<file path="src/rtl/mult_dot_product_ctrl_pkg.sv">
// Shared definitions for the dot-product sequencer.
//  - state_t : sequencer FSM states
//  - DEF_*   : default operand/product widths and vector length
//  - cnt_w() : width needed to hold a pair count of 0..vec_len
package mult_dot_product_ctrl_pkg;

    typedef enum logic [2:0] {
        S_IDLE  = 3'd0,
        S_CLEAR = 3'd1,
        S_WAIT  = 3'd2,
        S_ACC   = 3'd3,
        S_DONE  = 3'd4
    } state_t;

    localparam int DEF_OP_W    = 16;
    localparam int DEF_PROD_W  = 32;
    localparam int DEF_VEC_LEN = 8;

    function automatic int cnt_w(input int vec_len);
        return $clog2(vec_len + 1);
    endfunction

endpackage

</file>
<file path="src/rtl/mult_dot_product_ctrl_dp_accumulator.sv">
// Dot-product accumulator: unsigned running sum, sticky carry-out flag and
// pair counter.
//  clk, reset : clock / synchronous active-high reset
//  clr        : clear sum, flag and count (end of vector handed off)
//  en         : add din to the sum and bump the count
//  din        : unsigned product, zero-extended into the sum
//  acc        : running sum, wraps modulo 2^ACC_W
//  count      : number of products added since the last clear
//  ovf        : set once the sum has carried out of ACC_W bits
module dp_accumulator #(
    parameter int PROD_W = 32,
    parameter int ACC_W  = 40,
    parameter int CNT_W  = 4
) (
    input  logic              clk,
    input  logic              reset,
    input  logic              clr,
    input  logic              en,
    input  logic [PROD_W-1:0] din,
    output logic [ACC_W-1:0]  acc,
    output logic [CNT_W-1:0]  count,
    output logic              ovf
);

    // One extra bit on top of the sum exposes the carry-out.
    logic [ACC_W:0] sum_ext;

    always_comb begin
        sum_ext = {1'b0, acc} + {{(ACC_W - PROD_W + 1){1'b0}}, din};
    end

    always_ff @(posedge clk) begin
        if (reset || clr) begin
            acc   <= '0;
            count <= '0;
            ovf   <= 1'b0;
        end else if (en) begin
            acc   <= sum_ext[ACC_W-1:0];
            count <= count + 1'b1;
            ovf   <= ovf | sum_ext[ACC_W];
        end
    end

endmodule

</file>
<file path="src/rtl/mult_dot_product_ctrl.sv">
// Sequencer around an external fixed-latency multiplier.
// Accepts operand pairs, presents them to the multiplier (held for the whole
// operation), releases the multiplier reset for MULT_LAT cycles, then adds
// the product into a dot-product sum handed downstream on a valid/ready port.
//  clk, reset           : clock / synchronous active-high reset
//  in_valid/in_ready    : operand pair handshake (ready only in IDLE)
//  in_a, in_b, in_last  : operands and end-of-vector marker
//  mul_reset/mul_x/mul_y: drive the multiplier
//  mul_out              : multiplier product
//  sum_valid/sum_ready  : result handshake
//  sum_data/count/ovf   : accumulated sum, pair count, carry-out flag
module mult_dot_product_ctrl
    import mult_dot_product_ctrl_pkg::*;
#(
    parameter  int OP_W     = DEF_OP_W,
    parameter  int PROD_W   = DEF_PROD_W,
    parameter  int ACC_W    = 40,
    parameter  int VEC_LEN  = DEF_VEC_LEN,
    parameter  int MULT_LAT = 10,
    localparam int CNT_W    = cnt_w(VEC_LEN)
) (
    input  logic              clk,
    input  logic              reset,
    input  logic              in_valid,
    output logic              in_ready,
    input  logic [OP_W-1:0]   in_a,
    input  logic [OP_W-1:0]   in_b,
    input  logic              in_last,
    output logic              mul_reset,
    output logic [OP_W-1:0]   mul_x,
    output logic [OP_W-1:0]   mul_y,
    input  logic [PROD_W-1:0] mul_out,
    output logic              sum_valid,
    input  logic              sum_ready,
    output logic [ACC_W-1:0]  sum_data,
    output logic [CNT_W-1:0]  sum_count,
    output logic              sum_ovf
);

    localparam int WAIT_W = $clog2(MULT_LAT + 1);

    state_t            state, state_nxt;
    logic [WAIT_W-1:0] wait_cnt;
    logic              last_q;
    logic              accept;
    logic              handoff;
    logic [ACC_W-1:0]  acc;
    logic [CNT_W-1:0]  acc_count;
    logic              acc_ovf;

    assign in_ready = (state == S_IDLE) && !reset;
    assign accept   = in_valid && in_ready;
    // Result leaves only once it has actually been presented.
    assign handoff  = (state == S_DONE) && sum_valid && sum_ready;

    dp_accumulator #(
        .PROD_W (PROD_W),
        .ACC_W  (ACC_W),
        .CNT_W  (CNT_W)
    ) u_acc (
        .clk    (clk),
        .reset  (reset),
        .clr    (handoff),
        .en     (state == S_ACC),
        .din    (mul_out),
        .acc    (acc),
        .count  (acc_count),
        .ovf    (acc_ovf)
    );

    always_comb begin
        state_nxt = state;
        mul_reset = 1'b1;
        case (state)
            S_IDLE:  if (accept) state_nxt = S_CLEAR;
            S_CLEAR: state_nxt = S_WAIT;
            S_WAIT: begin
                mul_reset = 1'b0;
                if (wait_cnt == '0) state_nxt = S_ACC;
            end
            S_ACC: begin
                // acc_count is still the pre-increment value here.
                if (last_q || acc_count == CNT_W'(VEC_LEN - 1)) state_nxt = S_DONE;
                else                                            state_nxt = S_IDLE;
            end
            S_DONE:  if (handoff) state_nxt = S_IDLE;
            default: state_nxt = S_IDLE;
        endcase
    end

    always_ff @(posedge clk) begin
        if (reset) begin
            state     <= S_IDLE;
            wait_cnt  <= '0;
            mul_x     <= '0;
            mul_y     <= '0;
            last_q    <= 1'b0;
            sum_valid <= 1'b0;
            sum_data  <= '0;
            sum_count <= '0;
            sum_ovf   <= 1'b0;
        end else begin
            state <= state_nxt;
            if (accept) begin
                mul_x  <= in_a;
                mul_y  <= in_b;
                last_q <= in_last;
            end
            // WAIT spans MULT_LAT cycles: load N-1, leave when it reads 0.
            if (state == S_CLEAR)
                wait_cnt <= WAIT_W'(MULT_LAT - 1);
            else if (state == S_WAIT && wait_cnt != '0)
                wait_cnt <= wait_cnt - 1'b1;
            // Snapshot the result on the first DONE cycle so it stays frozen
            // while the consumer stalls.
            if (state == S_DONE) begin
                if (!sum_valid) begin
                    sum_valid <= 1'b1;
                    sum_data  <= acc;
                    sum_count <= acc_count;
                    sum_ovf   <= acc_ovf;
                end else if (sum_ready) begin
                    sum_valid <= 1'b0;
                end
            end
        end
    end

endmodule

</file>
<file path="config.mk">
export PLATFORM = sky130hd
export DESIGN_NAME = mult_dot_product_ctrl
export DESIGN_NICKNAME = d
export VERILOG_FILES = /design/src/rtl/mult_dot_product_ctrl_pkg.sv /design/src/rtl/mult_dot_product_ctrl_dp_accumulator.sv /design/src/rtl/mult_dot_product_ctrl.sv
export SDC_FILE = /design/constraint.sdc
export NUM_CORES = 1
export LEC_CHECK = 0
export CAP_MARGIN = 20
export CORE_MARGIN = 5
export CORE_UTILIZATION = 51
export DETAILED_ROUTE_END_ITERATION = 8
export GPL_TIMING_DRIVEN = 1
export PLACE_DENSITY = 0.78
export SLEW_MARGIN = 20
export SYNTH_ARGS = -nofsm -noshare
export SYNTH_HDL_FRONTEND = slang
export SYNTH_SLANG_ARGS = --single-unit
</file>
<file path="constraint.sdc">
create_clock -name clk -period 2.75 [get_ports clk]
set_input_delay 0.275 -clock clk [delete_from_list [all_inputs] [get_ports clk]]
set_output_delay 0.275 -clock clk [all_outputs]
set_load 0.005 [all_outputs]
</file>
Yosys cells after proc, flatten, opt, wreduce, memory -nomap -nowiden
Cells that the tools add are included.
Word-level totals
  register bits after elaboration: 131
  input bits: 69
  output and inout port bits: 80
  logic and storage cells: 51
Cells by class
  $add $sub $neg: 3
  equal/unequal tests: 8
  muxes and demuxes: 10
  bitwise logic cells: 2
  reduce and logical (&&, ||, !) cells: 15
Operator list (count)
  $add 40x32->41: 1
  $pmux 3 s5: 1
  $mux 3: 4
  $mux 4: 2
  $eq 3x2->1 const B: 2
  $logic_and 1x1->1: 5
  $add 4x1->4 const B: 1
  $eq 4x3->1 const B: 1
  $logic_not 4->1: 1
  $ne 2x2->1 const B: 2
  $reduce_bool 4->1: 1
  $sub 4x1->4 const B: 1
  $eq 3x1->1 const B: 1
  $eq 3x3->1 const B: 1
  $logic_not 3->1: 1
  $mux 1: 3
  $reduce_and 3->1: 1
  $logic_or 1x1->1: 2
  $ne 2x1->1 const B: 1
  $reduce_and 2->1: 1
  $reduce_bool 2->1: 1
  $reduce_or 2->1: 1
  $logic_not 1->1: 1
  $not 1->1: 1
  $or 1x1->1: 1

Logic depth before layout (Yosys ltp)
  depth in word-level cells: 5
  gate-level depth with buffers: 11
  gate-level depth less buffers: 10

Cells and area by module
From an unflattened synthesis, not the netlist that was laid out.
Second synthesis, totals
  cells, all modules: 795
  area total of the unflattened synthesis: 6770.2 um2
Modules (own cells, without submodules)
  dp_accumulator: instances 1, cells an instance 443, area each 3490.8 um2, seq. area each 900.9 um2
  mult_dot_product_ctrl: instances 1, cells an instance 352, area each 3279.4 um2, seq. area each 1721.7 um2

Least setup slack after synthesis
Ideal clock, no wire load.
  path type: register -> register
  start point: reg u_acc.acc[0]
  end point: reg u_acc.acc[28]
  arrival time: 2.453 ns
  data required time: 2.688 ns
  slack: 0.235 ns
  cell stages (with the launch flop): 11
  path buffers: 0
  clock period less this slack: 2.515 ns
  path through: dfxtp_1 -> ha_1 -> fa_1 -> a21o_1 -> a311oi_1 -> o31ai_2 -> a21o_1 -> nor3_1 -> nor4_1 -> or3_1 -> nand3_1
On the way
  cells in the longest elaborated chain, start to end: 1
RTL lines
  start, declared: RTL line mult_dot_product_ctrl_dp_accumulator.sv:20  | output logic [ACC_W-1:0] acc,
  start signal, assigned: RTL line mult_dot_product_ctrl_dp_accumulator.sv:38  | acc <= sum_ext[ACC_W-1:0];
  $add 40x32->41: RTL line mult_dot_product_ctrl_dp_accumulator.sv:29  | sum_ext = {1'b0, acc} + {{(ACC_W - PROD_W + 1){1'b0}}, din};
Every way passes these cells.
A chain may end at the register's enable or synchronous reset.

Worst setup path in the final report
  start point: in mul_out[0]
  end point: reg u_acc.acc[20]
On the way
  cells in the longest elaborated chain, start to end: 1
RTL lines
  start, declared: RTL line mult_dot_product_ctrl.sv:32  | input logic [PROD_W-1:0] mul_out,
  $add 40x32->41: RTL line mult_dot_product_ctrl_dp_accumulator.sv:29
Every way passes these cells.

==> results.ini <==
[cells_and_area]
final_util = 0.741
nets = 1143
multiInputGateArea_um2 = 3850
drive_gt1_frac = 0.134
area_growth_pct = 41.0
layout_common_cells = 227 x nand2_1, 147 x clkdlybuf4s50_1, 130 x dfxtp_1, 106 x a21oi_1, 76 x buf_4
antennaDiodeCount = 0
fill_cells = 984
design_area_um2 = 9420
final_common_cell = nand2_1
regArea_um2 = 2620

[clocking]
clock_latency_ps = 420
cts_buffers = 17
clock-sinks = 131
cts_tree = done
cts_htree_levels = 4
clockRootBuffer = clkbuf_16
cts.clk_slew.worst_paths_ps = 60
cts.path.max_buffers = 2

[placed_design]
place_hpwl_mm = 13.0
io_buffers = 148
gp_congestion = 0.858
post-place-ws_ps = -436
dpl_cell_area_um2 = 8710

[timing]
rsz0062_at_grt = yes
skew_ps = 13.1
period_share = 0.974
maxSlewHeadroom = 0.481
timing.fmax_mhz = 374
tns_ps = 0
final.setup.worst_slack_ps = 72.7
finalMaxSlewViolations = 0
min_period_ps = 2680
fin_hold_ws_ps = 112
tightestPinTransition_ps = 778
hold_violations = 0
finalSetupViolCount = 0

[critical_path]
path_cells = clkdlybuf4s50_1 -> ha_4 -> fa_2 -> a21o_1 -> a311oi_1 -> o31ai_2 -> a21o_1 -> nor3_2 -> buf_4 -> nor2_1 -> xnor2_1 -> a211oi_1
path_delay_family = compound AO/OA/AOI/OAI gates
arrival_ps = 3010
cp_max_fo = 3
crit_required_ps = 3080
endpoint_kind = flip-flop
crit_path_start_kind = input pin
crit_top_cell = a21o_1
crit_path_top_delay_cell = clkdlybuf4s50_1
max_stage_delay_ps = 460
path_buf_inv = 2
crit_type = input pin to flip-flop

[yosys]
synthArstFlopShare = 0
synth.top_cell.area_share = 0.392
yosysWarnings = 0
synth_ff_type = dfxtp_1
synth_seq_cells = 131
yosysTopAreaCell = dfxtp_1
netlist_area_um2 = 6690
synthCells = 847
yosysUniqueCellTypes = 71
ys_seq_area_frac = 0.392
synth_edf_count = 0
synth.avg_cell_area_um2 = 7.89
synth_area_leaders = dfxtp_1 39%, nand2_1 13%, a21oi_1 8.0%
syn-num-nets = 951

[detailed_routing]
dr.pass1.iters = 5
routed_via_density = 5.41
drt-wirelength-per-cell_um = 15.4
drc = 0
drt_iter0_drc = 366
vias = 6620
ant_nets = 0
routed_wl_mm = 18.9

[die]
fp.dieH_um = 124
die_x_um = 124
start_util = 0.525
row_count = 41
die-area_um2 = 15500
io_pins = 149
core_um2 = 12700

[power]
p_leak_uw = 0.00382
ir_drop_uv = 435
p_per_area_nw_per_um2 = 648

[global_route]
grt_usage = 0.235
first_global_vias = 6433
overflow = 0
antenna_found_initial = 0
grt_pass1_wl_mm = 30.6
grt_max_degree = 84

[run_status]
outcome = finished, final reports clean

[worst_hold_path]
min_path_type = input pin to flip-flop

[run]
maxCapViolations = 0

-- final cells by class --
type,count,area share
inverters,9,0.00359
well taps,172,0.0228
multi-input cells,654,0.408
clock inverters,13,0.0195
repair buffers,226,0.221
flip-flops and latches,131,0.278
clock buffers,19,0.0459
-- repair_timing --
item / in CTS / in global routing
hold buffers: 0 / 0
setup buffers: 1 / 3
endpoints found under the hold margin: 0 / 0
setup endpoints to repair: 9 / 14
pin swaps: 1 / 9
gates resized for setup: 2 / 12
-- flip-flops by register name (all words and copies together), names as in the netlist --
signal,flops
u_acc.acc,40
mul_y,16
sum_data,40
u_acc.count,4
sum_ovf,1
state,3
u_acc.ovf,1
mul_x,16
sum_count,4
wait_cnt,4
last_q,1
sum_valid,1
-- layer usage --
metal | wire (um) | part of all wire | track usage | vias to the layer above
met5 | 0 | 0 | 0 | -
met4 | 263 | 0.014 | 0.0754 | 0
met3 | 1360 | 0.072 | 0.0729 | 26
met2 | 9080 | 0.48 | 0.400 | 201
met1 | 8170 | 0.43 | 0.284 | 3065
li1 | - | - | - | 3328
-- cells in the mapped netlist, types with 2 or more instances --
master and instances:
a2111oi_0 3, a211oi_1 11, a21o_1 17, a21o_2 3, a21oi_1 107, a311oi_1 2
a31o_2 2, a31oi_1 5, and2_1 3, and3_1 12, buf_1 3, buf_4 3
buf_6 2, clkbuf_1 39, clkbuf_8 2, dfxtp_1 131, ha_1 34, inv_1 9
nand2_1 227, nand2b_1 4, nand3_1 26, nand3b_1 36, nand4_1 4, nor2_1 36
nor3_1 13, nor3b_1 2, nor4_1 3, o211ai_1 2, o21a_1 2, o21a_2 2
o21ai_0 19, o21ai_1 2, o21bai_1 2, o31ai_1 6, or3_1 6, or4_1 5
xnor2_1 17, xor2_1 12
-- metrics by stage --
stage | cells | total power, uW
CTS | 1221 | 6150
floorplan | 847 | 3030
global route | 1224 | 6390
global placement | 1188 | 3750
finish | 1224 | 6110
detailed placement | 1188 | 3770
-- cell families after synthesis --
group / count (synthesis) / share of synthesized area
AO/OA/AOI/OAI: 199 / 0.184
XOR/XNOR: 29 / 0.0380
adder cells (fa/ha/maj): 35 / 0.0666
buffers and inverters: 62 / 0.0440
flip-flops: 131 / 0.392
multiplexers: 1 / 0.00150
AND/OR/NAND/NOR: 390 / 0.274
-- power breakdown --
group / total [uW] / internal (uW) / switching, uW
clock network: 2360 / 1520 / 844
registers: 2240 / 2090 / 149
logic: 1510 / 710 / 800
total: 6110 / 4320 / 1790
-- path summary, 6_finish.rpt --
check,startpoint,end,slack [ps],cells after the start
worst max-delay path,mul_out[0],u_acc.acc[20],70,12
worst min-delay path,reset,state[1],110,2
worst max register to register,u_acc.acc[0],u_acc.acc[20],80,11
worst min register to register,sum_data[23],sum_data[23],450,2
-- worst register-to-register path: stages (launching register included) --
cell and delay [ps]:
dfxtp_2 340, ha_4 170, fa_2 390, a21o_1 220
a311oi_1 330, o31ai_2 120, a21o_1 210, nor3_2 200
buf_4 160, nor2_1 60, xnor2_1 160, a211oi_1 220
No activity file was read; power rests on OpenSTA's default activity.
